[src/rtl/pipeline_hazard_controller.sv]
// ---------------------------------------------------------------------------
// pipeline_hazard_controller
//
// Sequencing controller for a five-stage MIPS pipeline. Detects load-use
// hazards between ID and EX and stalls the front end for STALL_CYCLES
// cycles. Flushes IF/ID, ID/EX and EX/MEM when a taken branch/jump/jr
// resolves in MEM, and honours an external freeze (hold). Keeps saturating
// stall and flush event counters for debug.
//
// Parameters
//   STALL_CYCLES  bubbles inserted per load-use hazard (1..15)
//   CNT_WIDTH     width of the event counters
//
// Ports
//   clk, reset          clock, asynchronous active-high reset
//   hold                freezes the whole pipeline
//   id_rs, id_rt        source register fields of the instruction in ID
//   ex_rt, ex_mem_read  destination/MemRead of the instruction in EX
//   mem_redirect        taken branch, jump or jr resolved in MEM
//   pc_write            PC load enable
//   if_id_write         IF/ID load enable
//   if_id_flush         IF/ID loads a bubble
//   id_ex_flush         ID/EX loads a bubble
//   ex_mem_flush        EX/MEM loads a bubble
//   state               0 = RUN, 1 = STALL
//   stall_count         cycles in which a stall bubble was inserted
//   flush_count         redirect flush events
// ---------------------------------------------------------------------------
module pipeline_hazard_controller #(
  parameter int STALL_CYCLES = 1,
  parameter int CNT_WIDTH    = 16
) (
  input  logic                 clk,
  input  logic                 reset,
  input  logic                 hold,
  input  logic [4:0]           id_rs,
  input  logic [4:0]           id_rt,
  input  logic [4:0]           ex_rt,
  input  logic                 ex_mem_read,
  input  logic                 mem_redirect,
  output logic                 pc_write,
  output logic                 if_id_write,
  output logic                 if_id_flush,
  output logic                 id_ex_flush,
  output logic                 ex_mem_flush,
  output logic [1:0]           state,
  output logic [CNT_WIDTH-1:0] stall_count,
  output logic [CNT_WIDTH-1:0] flush_count
);

  typedef enum logic [1:0] {
    RUN   = 2'd0,
    STALL = 2'd1
  } state_e;

  localparam logic [3:0] CNT_LOAD = 4'(STALL_CYCLES - 1);

  state_e                 state_q, state_d;
  logic [3:0]             cnt_q, cnt_d;
  logic [CNT_WIDTH-1:0]   stall_cnt_q, stall_cnt_d;
  logic [CNT_WIDTH-1:0]   flush_cnt_q, flush_cnt_d;
  logic                   hz;

  // Increment that sticks at all-ones instead of wrapping.
  function automatic logic [CNT_WIDTH-1:0] sat_inc(input logic [CNT_WIDTH-1:0] v);
    logic [CNT_WIDTH-1:0] one;
    one = {{(CNT_WIDTH-1){1'b0}}, 1'b1};
    return (&v) ? v : v + one;
  endfunction

  // $zero is never a real destination, so it can never create a hazard.
  assign hz = ex_mem_read && (ex_rt != 5'd0) && ((ex_rt == id_rs) || (ex_rt == id_rt));

  always_comb begin
    pc_write     = 1'b1;
    if_id_write  = 1'b1;
    if_id_flush  = 1'b0;
    id_ex_flush  = 1'b0;
    ex_mem_flush = 1'b0;
    state_d      = state_q;
    cnt_d        = cnt_q;
    stall_cnt_d  = stall_cnt_q;
    flush_cnt_d  = flush_cnt_q;

    if (hold) begin
      // Freeze: nothing loads, all state holds. A pending redirect stays
      // asserted because MEM is frozen too, so it is taken after release.
      pc_write    = 1'b0;
      if_id_write = 1'b0;
    end else if (mem_redirect) begin
      // Redirect wins over any stall; a stall in progress is abandoned.
      if_id_flush  = 1'b1;
      id_ex_flush  = 1'b1;
      ex_mem_flush = 1'b1;
      state_d      = RUN;
      cnt_d        = 4'd0;
      flush_cnt_d  = sat_inc(flush_cnt_q);
    end else if ((state_q == STALL) || hz) begin
      pc_write    = 1'b0;
      if_id_write = 1'b0;
      id_ex_flush = 1'b1;
      stall_cnt_d = sat_inc(stall_cnt_q);
      if (state_q == STALL) begin
        // hz is ignored here: the original hazard is still being serviced.
        if (cnt_q == 4'd1) begin
          state_d = RUN;
          cnt_d   = 4'd0;
        end else begin
          cnt_d = cnt_q - 4'd1;
        end
      end else if (STALL_CYCLES > 1) begin
        state_d = STALL;
        cnt_d   = CNT_LOAD;
      end
      // With a single bubble we stay in RUN; next cycle re-evaluates hz
      // with the bubble sitting in EX.
    end
  end

  always_ff @(posedge clk or posedge reset) begin
    if (reset) begin
      state_q     <= RUN;
      cnt_q       <= 4'd0;
      stall_cnt_q <= '0;
      flush_cnt_q <= '0;
    end else begin
      state_q     <= state_d;
      cnt_q       <= cnt_d;
      stall_cnt_q <= stall_cnt_d;
      flush_cnt_q <= flush_cnt_d;
    end
  end

  assign state       = state_q;
  assign stall_count = stall_cnt_q;
  assign flush_count = flush_cnt_q;

endmodule

[config.mk]
export PLATFORM = sky130hd
export DESIGN_NAME = pipeline_hazard_controller
export DESIGN_NICKNAME = d
export VERILOG_FILES = /design/src/rtl/pipeline_hazard_controller.sv
export SDC_FILE = /design/constraint.sdc
export NUM_CORES = 1
export LEC_CHECK = 0
export CORE_MARGIN = 3
export CORE_UTILIZATION = 49
export CTS_CLUSTER_SIZE = 28
export DETAILED_ROUTE_END_ITERATION = 6
export PLACE_DENSITY = 0.84
export SLEW_MARGIN = 15
export SYNTH_ARGS = -nofsm -noshare
export SYNTH_HDL_FRONTEND = slang
export SYNTH_SLANG_ARGS = --single-unit
[constraint.sdc]
create_clock -name clk -period 3.7 [get_ports clk]
set_input_delay 0.555 -clock clk [delete_from_list [all_inputs] [get_ports clk]]
set_output_delay 0.555 -clock clk [all_outputs]
set_load 0.01 [all_outputs]
==> impl_summary.md, run 1 <==
Timing
The clock arrives with 0.004432 ns of skew. The number of hold violations in the final report was 0. After layout, the minimum clock period comes to 3.174 ns. The number of slew-limit violations in the final report is 0. Setup repair after global routing left no endpoint under its margin. The sum of negative setup slack is 0 ns. Setup violations remaining at the end of the flow were counted as 0. At the pin with the least slew margin, the transition time is 0.5315 ns. The achievable clock frequency is 315.1 MHz.

Hold is met by 0.4981 ns. The final period utilization is 85.78%. In this run the tightest slew margin relative to its limit is 64.57%.

Power and ir drop
The leakage power total is 1.022 nW. The switching power total is 274.7 uW. The part of the power in registers is 46.5%. Net switching is 28.73% of the power. The clock network is responsible for 28.9% of the overall power. Combinational logic is responsible for 24.6% of the overall power. Dividing total power by cell area gives a power density of 381.3 nW/um^2. The worst supply voltage drop on vdd is 0.3792 mV.

The power after layout is 956.0 uW. The internal power component is 681.3 uW.

Worst setup path
The critical path arrival is 2.62 ns. The required arrival time at the worst endpoint is 3.14 ns. Along the worst path, the maximum fanout reaches 3. Counting cells, the worst reg-to-reg path comes to 5.

The largest single stage delay on the critical path is 0.59 ns. STA classifies the critical path endpoint as a primary output. The critical path's most frequent cell is sky130_fd_sc_hd__clkdlybuf4s50_1.

On the critical path, the stage with the largest delay is an instance of sky130_fd_sc_hd__or4_4. The startpoint identified for the worst register-to-register timing path is flush_count[0]$_DFFE_PP0P_. For flop-to-flop paths, the worst setup slack is 1.78 ns.

The critical path goes through clkdlybuf4s50_1 > or4_4 > o21a_1 > a31oi_1 > clkdlybuf4s50_1. The worst setup path is launched from a primary input. The kind of critical path is primary input to primary output. The endpoint identified for the worst register-to-register timing path is flush_count[1]$_DFFE_PP0P_.

Global route
Entering global routing, the biggest net connects 33 pins. The number of antenna violations at the first check in global routing is 0. The wire length of the first global-routing pass is 6589 um. The number of global-route vias before repair came to 1480.

The remaining global-route overflow is 0. The overall track demand over capacity in global routing is 19.53%.

Logic synthesis
After synthesis the netlist holds a flip-flop and latch count of 32. The count of mapped cells out of synthesis is 170. Sequential elements use 44.05% of the synthesized area. The summed instance area of the synthesized netlist is 1818 um^2. The number of different library cells in the post-synthesis netlist is 37. For this run, the number of Yosys warnings is 0.

Each instance of the synthesized netlist takes up on average 10.69 um^2.

Clock tree
The CTS tree is built. No sink is reached through more buffers than the 2 on the longest clock path. The number of hold buffers added after CTS is 0. The worst-skew pair later-pin latency is 0.28 ns.

The H-tree generated during clock tree synthesis spans 2 levels. After clock tree synthesis, the repair step resized 0 gates. The root cell of the clock tree is sky130_fd_sc_hd__clkbuf_8. The clock drives 32 sinks. The number of setup buffers added after CTS is 0. After clock tree synthesis, the clock-pin slew on the worst setup and hold paths is 0.06 ns. The number of buffers created by CTS is 5.

Cells and area
The share of post-route cells with drive strength above 1 is 9.914%. The top cell types in the final layout, fill and taps aside, are sky130_fd_sc_hd__clkdlybuf4s50_1, sky130_fd_sc_hd__xnor2_1, sky130_fd_sc_hd__dfrtp_1. The number of antenna diodes is 0. In the final layout, flip-flops and latches occupy 800.8 um^2. The leading cell type in the layout, fill and taps excluded is sky130_fd_sc_hd__clkdlybuf4s50_1. The net total in the final layout is 253. Fill cells in the final layout number 273. In the final layout, the multi-input gates occupy 960.9 um^2. The area growth from synthesis to layout is 37.92%.

Placement
In this run the tool buffered the top-level ports with 56 buffer cells. Detailed placement ended at an HPWL of 2957 um. Routability-driven placement finished with a final weighted congestion of 0.8017.

Die
Measured along the x axis, the die boundary spans 66.91 um. The chip height is 66.91 um. The number of core rows is 21.

For this configuration, the core starts out at a cell density of 52.82%. The area of the die is 4477 um^2. In this run the standard cell core region covers 3442 um^2. The top-level port count is 59.

Routing
In the final routing, the length of wire on met1 measures 1736 um. The wire length on met3 is 347 um. Detailed routing inserted a total of 1514 vias. Using the TritonRoute via totals, the vias-per-cell ratio works out to 5.446. For this run, design rule violations remaining after detail routing come to 0. The iteration-0 DRC count of the detailed router is 90. For this run, the detailed router's first-pass iteration total came to 4. In the detailed route, the total length drawn on met2 is 1865 um.

Once detail routing completed, the nets flagged for antenna violations numbered 0. In the final routed layout, each cell accounts on average for 14.44 um. The total routed wirelength is 4014 um. The top routing layer in use is met4.

Run
The number of max-cap violations is 0.

Min path
For hold timing, the worst endpoint is flush_count[8]$_DFFE_PP0P_. The path class of the tightest hold or removal check is flip-flop to flip-flop. Counting instances, the worst hold path has a depth of 1. The launch point of the worst hold path is flush_count[8]$_DFFE_PP0P_.

Status
The run finished with clean final reports.
==> critical path, delay by kind of cell <==
kind | cells | cell delay (ns)
and+or+nand+nor | 1 | 0.59
AOI/OAI and AO/OA | 2 | 0.42
buffers and inverters | 2 | 1.06
==> routing by layer <==
metal / vias to the layer above / GRT usage, %
li1: 711 / -
met1: 735 / 24.92
met2: 61 / 31.06
met3: 7 / 5.228
met4: 0 / 8.101
met5: - / 0
==> sequential cells by signal, indices dropped and copies added, names as in the netlist <==
| signal | flops |
|---|---|
| stall_count | 16 |
| flush_count | 16 |
==> power by group through the flow <==
stage	logic (mW)	registers, mW	clock network, mW
6_report	0.235	0.445	0.276
5_1_grt	0.256	0.454	0.299
2_1_floorplan	0.0941	0.457	0
4_1_cts	0.239	0.446	0.281
3_5_place_dp	0.237	0.450	0
3_3_place_gp	0.230	0.448	0
==> final cells by class <==
| type | instances | area share (%) |
|---|---|---|
| Sequential cell | 32 | 31.94 |
| Clock buffer | 8 | 3.593 |
| Inverter | 6 | 0.8982 |
| Tap cell | 46 | 2.295 |
| Multi-Input combinational cell | 128 | 38.32 |
| Timing Repair Buffer | 58 | 22.95 |
==> kinds of logic (layout without fill, tap and decap cells) <==
group	count (synthesis)	count (layout)	synth area share, %
AO/OA/AOI/OAI	6	6	4.061
AND/OR/NAND/NOR	76	76	26.29
adder cells (fa/ha/maj)	2	2	1.376
other	1	2	0.2063
multiplexers	2	2	1.445
buffers and inverters	11	72	3.304
XOR/XNOR	40	40	19.27
flip-flops	32	32	44.05
==> synth_stat cells (all sizes together) <==
library cell	instances	share of area (%)
conb	1	0.21
xor2	5	2.4
or3b	1	0.48
dfrtp	32	44
o21a	1	0.41
and4	3	1.6
and2	1	0.34
nand3	20	5.5
nor4	5	3.2
nand4	11	4.1
a31oi	1	0.34
nor2b	1	0.34
a21oi	1	0.28
buf	5	2.1
and3	6	2.1
nand3b	1	0.41
a311oi	1	1.4
o22ai	1	0.69
or4	1	0.62
nor3	5	2.5
inv	6	1.2
nor2	8	1.7
nand2	11	2.7
o21ai	1	0.89
mux2	2	1.4
ha	2	1.4
xnor2	35	17
or3	1	0.34
or2	1	0.34
==> through the flow <==
step	utilization (%)	cell area [um^2]	worst slack, ns	std cells
2_1_floorplan	-	1822	1.381	171
3_3_place_gp	70.23	2417	0.5747	270
3_5_place_dp	70.23	2417	0.5344	270
4_1_cts	72.85	2507	0.5294	278
5_1_grt	72.85	2507	0.4052	278
6_report	72.85	2507	0.5261	278
==> worst max-delay path by stage <==
stage | startpoint | to | slack [ns] | cells past startpoint
after detailed placement | ex_rt[1] | pc_write | 0.53 | 5
after CTS | ex_rt[1] | pc_write | 0.53 | 5
after global routing | ex_rt[1] | pc_write | 0.41 | 5
after floorplan | ex_rt[1] | pc_write | 1.38 | 4
after global placement | ex_rt[1] | if_id_write | 0.57 | 5
final | ex_rt[1] | pc_write | 0.53 | 5
No activity file was read; power rests on OpenSTA's default activity.
==> inputs of run 2 (changes only) <==
--- a/config.mk
+++ b/config.mk
@@ -6,5 +6,5 @@
 export NUM_CORES = 1
 export LEC_CHECK = 0
-export CORE_MARGIN = 3
+export CORE_MARGIN = 2
 export CORE_UTILIZATION = 49
 export CTS_CLUSTER_SIZE = 28
==> constraint.sdc (replaced) <==
create_clock -name clk -period 3.7 [get_ports clk]
set_input_delay 1.11 -clock clk [delete_from_list [all_inputs] [get_ports clk]]
set_output_delay 1.11 -clock clk [all_outputs]
set_load 0.01 [all_outputs]
==> impl_summary.md, run 2 (synthesis results as in run 1) <==
Worst setup path
The critical path endpoint category was a primary output (unchanged). The first element of the critical path is ex_rt[3] (was ex_rt[1]). The master of the slowest instance on the critical path was sky130_fd_sc_hd__or4_4 (unchanged). The type of origin of the critical path is a primary input (unchanged). Crit-path cells: clkdlybuf4s50_1 > or4_4 > o21a_1 > a21oi_2 > nor2_1 > buf_2 (was clkdlybuf4s50_1 > or4_4 > o21a_1 > a31oi_1 > clkdlybuf4s50_1).

The count of cells along the worst register-to-register path is 6 (was 5). The kind of critical path is primary input to primary output (unchanged). The biggest cell delay along the critical path came to 0.44 ns (was 0.59 ns).

The largest fanout on the critical path is 2 (was 3). The destination of the critical timing path is id_ex_flush (was pc_write). The required arrival time at the worst endpoint is 2.59 ns (was 3.14 ns). The critical path arrival is 2.54 ns (was 2.62 ns). The endpoint of the lowest-slack register-to-register path is stall_count[1]$_DFFE_PP0P_ (was flush_count[1]$_DFFE_PP0P_).

The launch point of the worst reg-to-reg path is stall_count[0]$_DFFE_PP0P_ (was flush_count[0]$_DFFE_PP0P_). The register-to-register setup slack came to 1.76 ns (was 1.78 ns).

Clock tree
The count of H-tree levels built during CTS was 2 (unchanged). The root cell of the clock tree was sky130_fd_sc_hd__clkbuf_8 (unchanged). The number of buffers created by CTS is 5 (unchanged). The CTS tree is built (unchanged). The number of clock sinks seen by CTS is 32 (unchanged). The buffer count from post-CTS setup fixing is 0 (unchanged). The number of hold buffers added after CTS came to 0 (unchanged). The worst-skew pair later-pin latency is 0.29 ns (was 0.28 ns). The number of buffers on the longest clock path is 2 (unchanged).

The clock slew seen by the registers of the worst setup and hold paths is 0.07 ns (was 0.06 ns).

Routing
The via count came to 1504 (was 1514). The routed via count divided by cell count came to 5.277 (was 5.446). The average wire length per cell after detail routing is 14.58 um (was 14.44 um). The iteration-0 DRC count of the detailed router was 46 (was 90). The total routed wirelength is 4156 um (was 4014 um).

The number of remaining DRC errors is 0 (unchanged). The number of iterations in the first detailed-routing pass is 4 (unchanged). The number of routed nets with antenna violations is 0 (unchanged).

Timing
The time the final worst path needs with I/O delays and setup came to 3.649 ns (was 3.174 ns). The final period utilization is 98.63% (was 85.78%). The maximum clock skew at final layout is 0.008972 ns (was 0.004432 ns). The slew of the pin with the lowest slew margin is 0.5110 ns (was 0.5315 ns). The worst max-slew margin expressed relative to the limit is 65.93% (was 64.57%). The sum of negative setup slack is 0 ns (unchanged).

The number of setup violations in the final report is 0 (unchanged). The number of slew-limit violations in the final report is 0 (unchanged). The number of hold violations in the final report is 0 (unchanged). The post-route worst hold slack was 0.5034 ns (was 0.4981 ns). The achievable clock frequency is 274.0 MHz (was 315.1 MHz).

Global route
The pin count of the biggest net entering global routing is 33 (unchanged). The remaining global-route overflow is 0 (unchanged). The wire length of the first global-routing pass came to 6900 um (was 6589 um). The overall track demand over capacity in global routing was 21.31% (was 19.53%). The number of antenna violations at the first check in global routing was 0 (unchanged). The number of global-route vias before repair is 1504 (was 1480).

Placement
The HPWL reported at the end of detailed placement came to 2964 um (was 2957 um). The number of cells in the design after placement is 277 (was 270). The number of buffers added on ports came to 56 (unchanged). The final weighted congestion in routability-driven placement was 0.7485 (was 0.8017).

Cells and area
Most frequent cells in the layout: sky130_fd_sc_hd__clkdlybuf4s50_1, sky130_fd_sc_hd__xnor2_1, sky130_fd_sc_hd__dfrtp_1 (unchanged). The filler cell count in the final layout is 266 (was 273). The post-layout instance count excluding filler cells was 285 (was 278). The net total in the final layout is 258 (was 253).

The share of post-route cells with drive strength above 1 is 15.19% (was 9.914%). The number of antenna diodes came to 0 (unchanged). The final core area utilization was 71.44% (was 72.85%).

The growth of design area from synthesis to finish is 41.71% (was 37.92%). The leading cell type in the layout, fill and taps excluded is sky130_fd_sc_hd__clkdlybuf4s50_1 (unchanged).

Die
The chip height is 64.91 um (was 66.91 um). The area of the die is 4213 um^2 (was 4477 um^2). The number of core rows was 22 (was 21). The top-level port count is 59 (unchanged). The core area is 3606 um^2 (was 3442 um^2). The effective utilization at floorplan is 50.42% (was 52.82%). The die extent in x is 64.91 um (was 66.91 um).

Power and ir drop
The leakage power total was 1.068 nW (was 1.022 nW). The power density over cell area was 392.8 nW/um^2 (was 381.3 nW/um^2). The worst supply voltage drop on vdd is 0.4230 mV (was 0.3792 mV).

The power after layout came to 1.012 mW (was 956.0 uW).

Run
The number of max-cap violations was 0 (unchanged).

Status
Run status: complete, no violations (unchanged).

Min path
The classification of the worst-slack hold path is flip-flop to flip-flop (unchanged).
==> run 2: cell types whose count changed in the layout (fill, tap and decap cells not counted), sizes merged <==
cell | previous run | this run
bufinv | 0 | 1
dlygate4sd2 | 0 | 3
buf | 2 | 10
clkinv | 0 | 1
clkbuf | 8 | 6
clkdlybuf4s50 | 56 | 50
==> run 2: metal layers <==
metal,GRT usage [%],routed length (um)
met1,27.44,1825
met2,34.66,2009
met3,5.208,269
met4,7.979,52
met5,0,0
==> run 2: worst min-delay path by stage <==
stage	startpoint	to	depth (start not counted)
4_1_cts	flush_count[15]$_DFFE_PP0P_	flush_count[15]$_DFFE_PP0P_	1
3_5_place_dp	flush_count[15]$_DFFE_PP0P_	flush_count[15]$_DFFE_PP0P_	1
3_3_place_gp	flush_count[8]$_DFFE_PP0P_	flush_count[8]$_DFFE_PP0P_	1
2_1_floorplan	flush_count[15]$_DFFE_PP0P_	flush_count[15]$_DFFE_PP0P_	1
5_1_grt	flush_count[14]$_DFFE_PP0P_	flush_count[14]$_DFFE_PP0P_	1
6_report	flush_count[15]$_DFFE_PP0P_	flush_count[15]$_DFFE_PP0P_	1
==> run 2: layout make-up <==
cell class	count	area [um^2]	area share [%]
timing repair buffer	63	594.3	23.07
inverter	6	22.52	0.8742
tap	48	60.06	2.331
multi-input combinational	128	991.0	38.47
clock inverter	2	35.03	1.360
clock buffer	6	72.57	2.817
sequential	32	800.8	31.08
==> run 2: power by group <==
| group | internal [mW] | switching [mW] | total (mW) | leakage (nW) |
|---|---|---|---|---|
| combinational | 0.142 | 0.0978 | 0.240 | 0.582 |
| clock | 0.200 | 0.128 | 0.327 | 0.0552 |
| sequential | 0.389 | 0.0562 | 0.445 | 0.431 |
==> run 2: through the flow <==
stage          setup WS [ns]  area [um^2]
2_1_floorplan         0.2715         1822
3_3_place_gp         -0.5294         2457
3_5_place_dp         -0.5846         2457
4_1_cts              0.02739         2550
5_1_grt            -0.004924         2576
6_report             0.05058         2576
==> run 2: worst max-delay path, delay by kind of cell <==
| family | cells | cell delay (ns) |
|---|---|---|
| buffers and inverters | 2 | 0.58 |
| AOI/OAI and AO/OA | 2 | 0.36 |
| and+or+nand+nor | 2 | 0.49 |
==> run 2: what timing repair did <==
action	CTS	global route
endpoints found under the setup margin	3	3
resized for setup	16	4
endpoints found under the hold margin	0	0
pin swaps	4	2
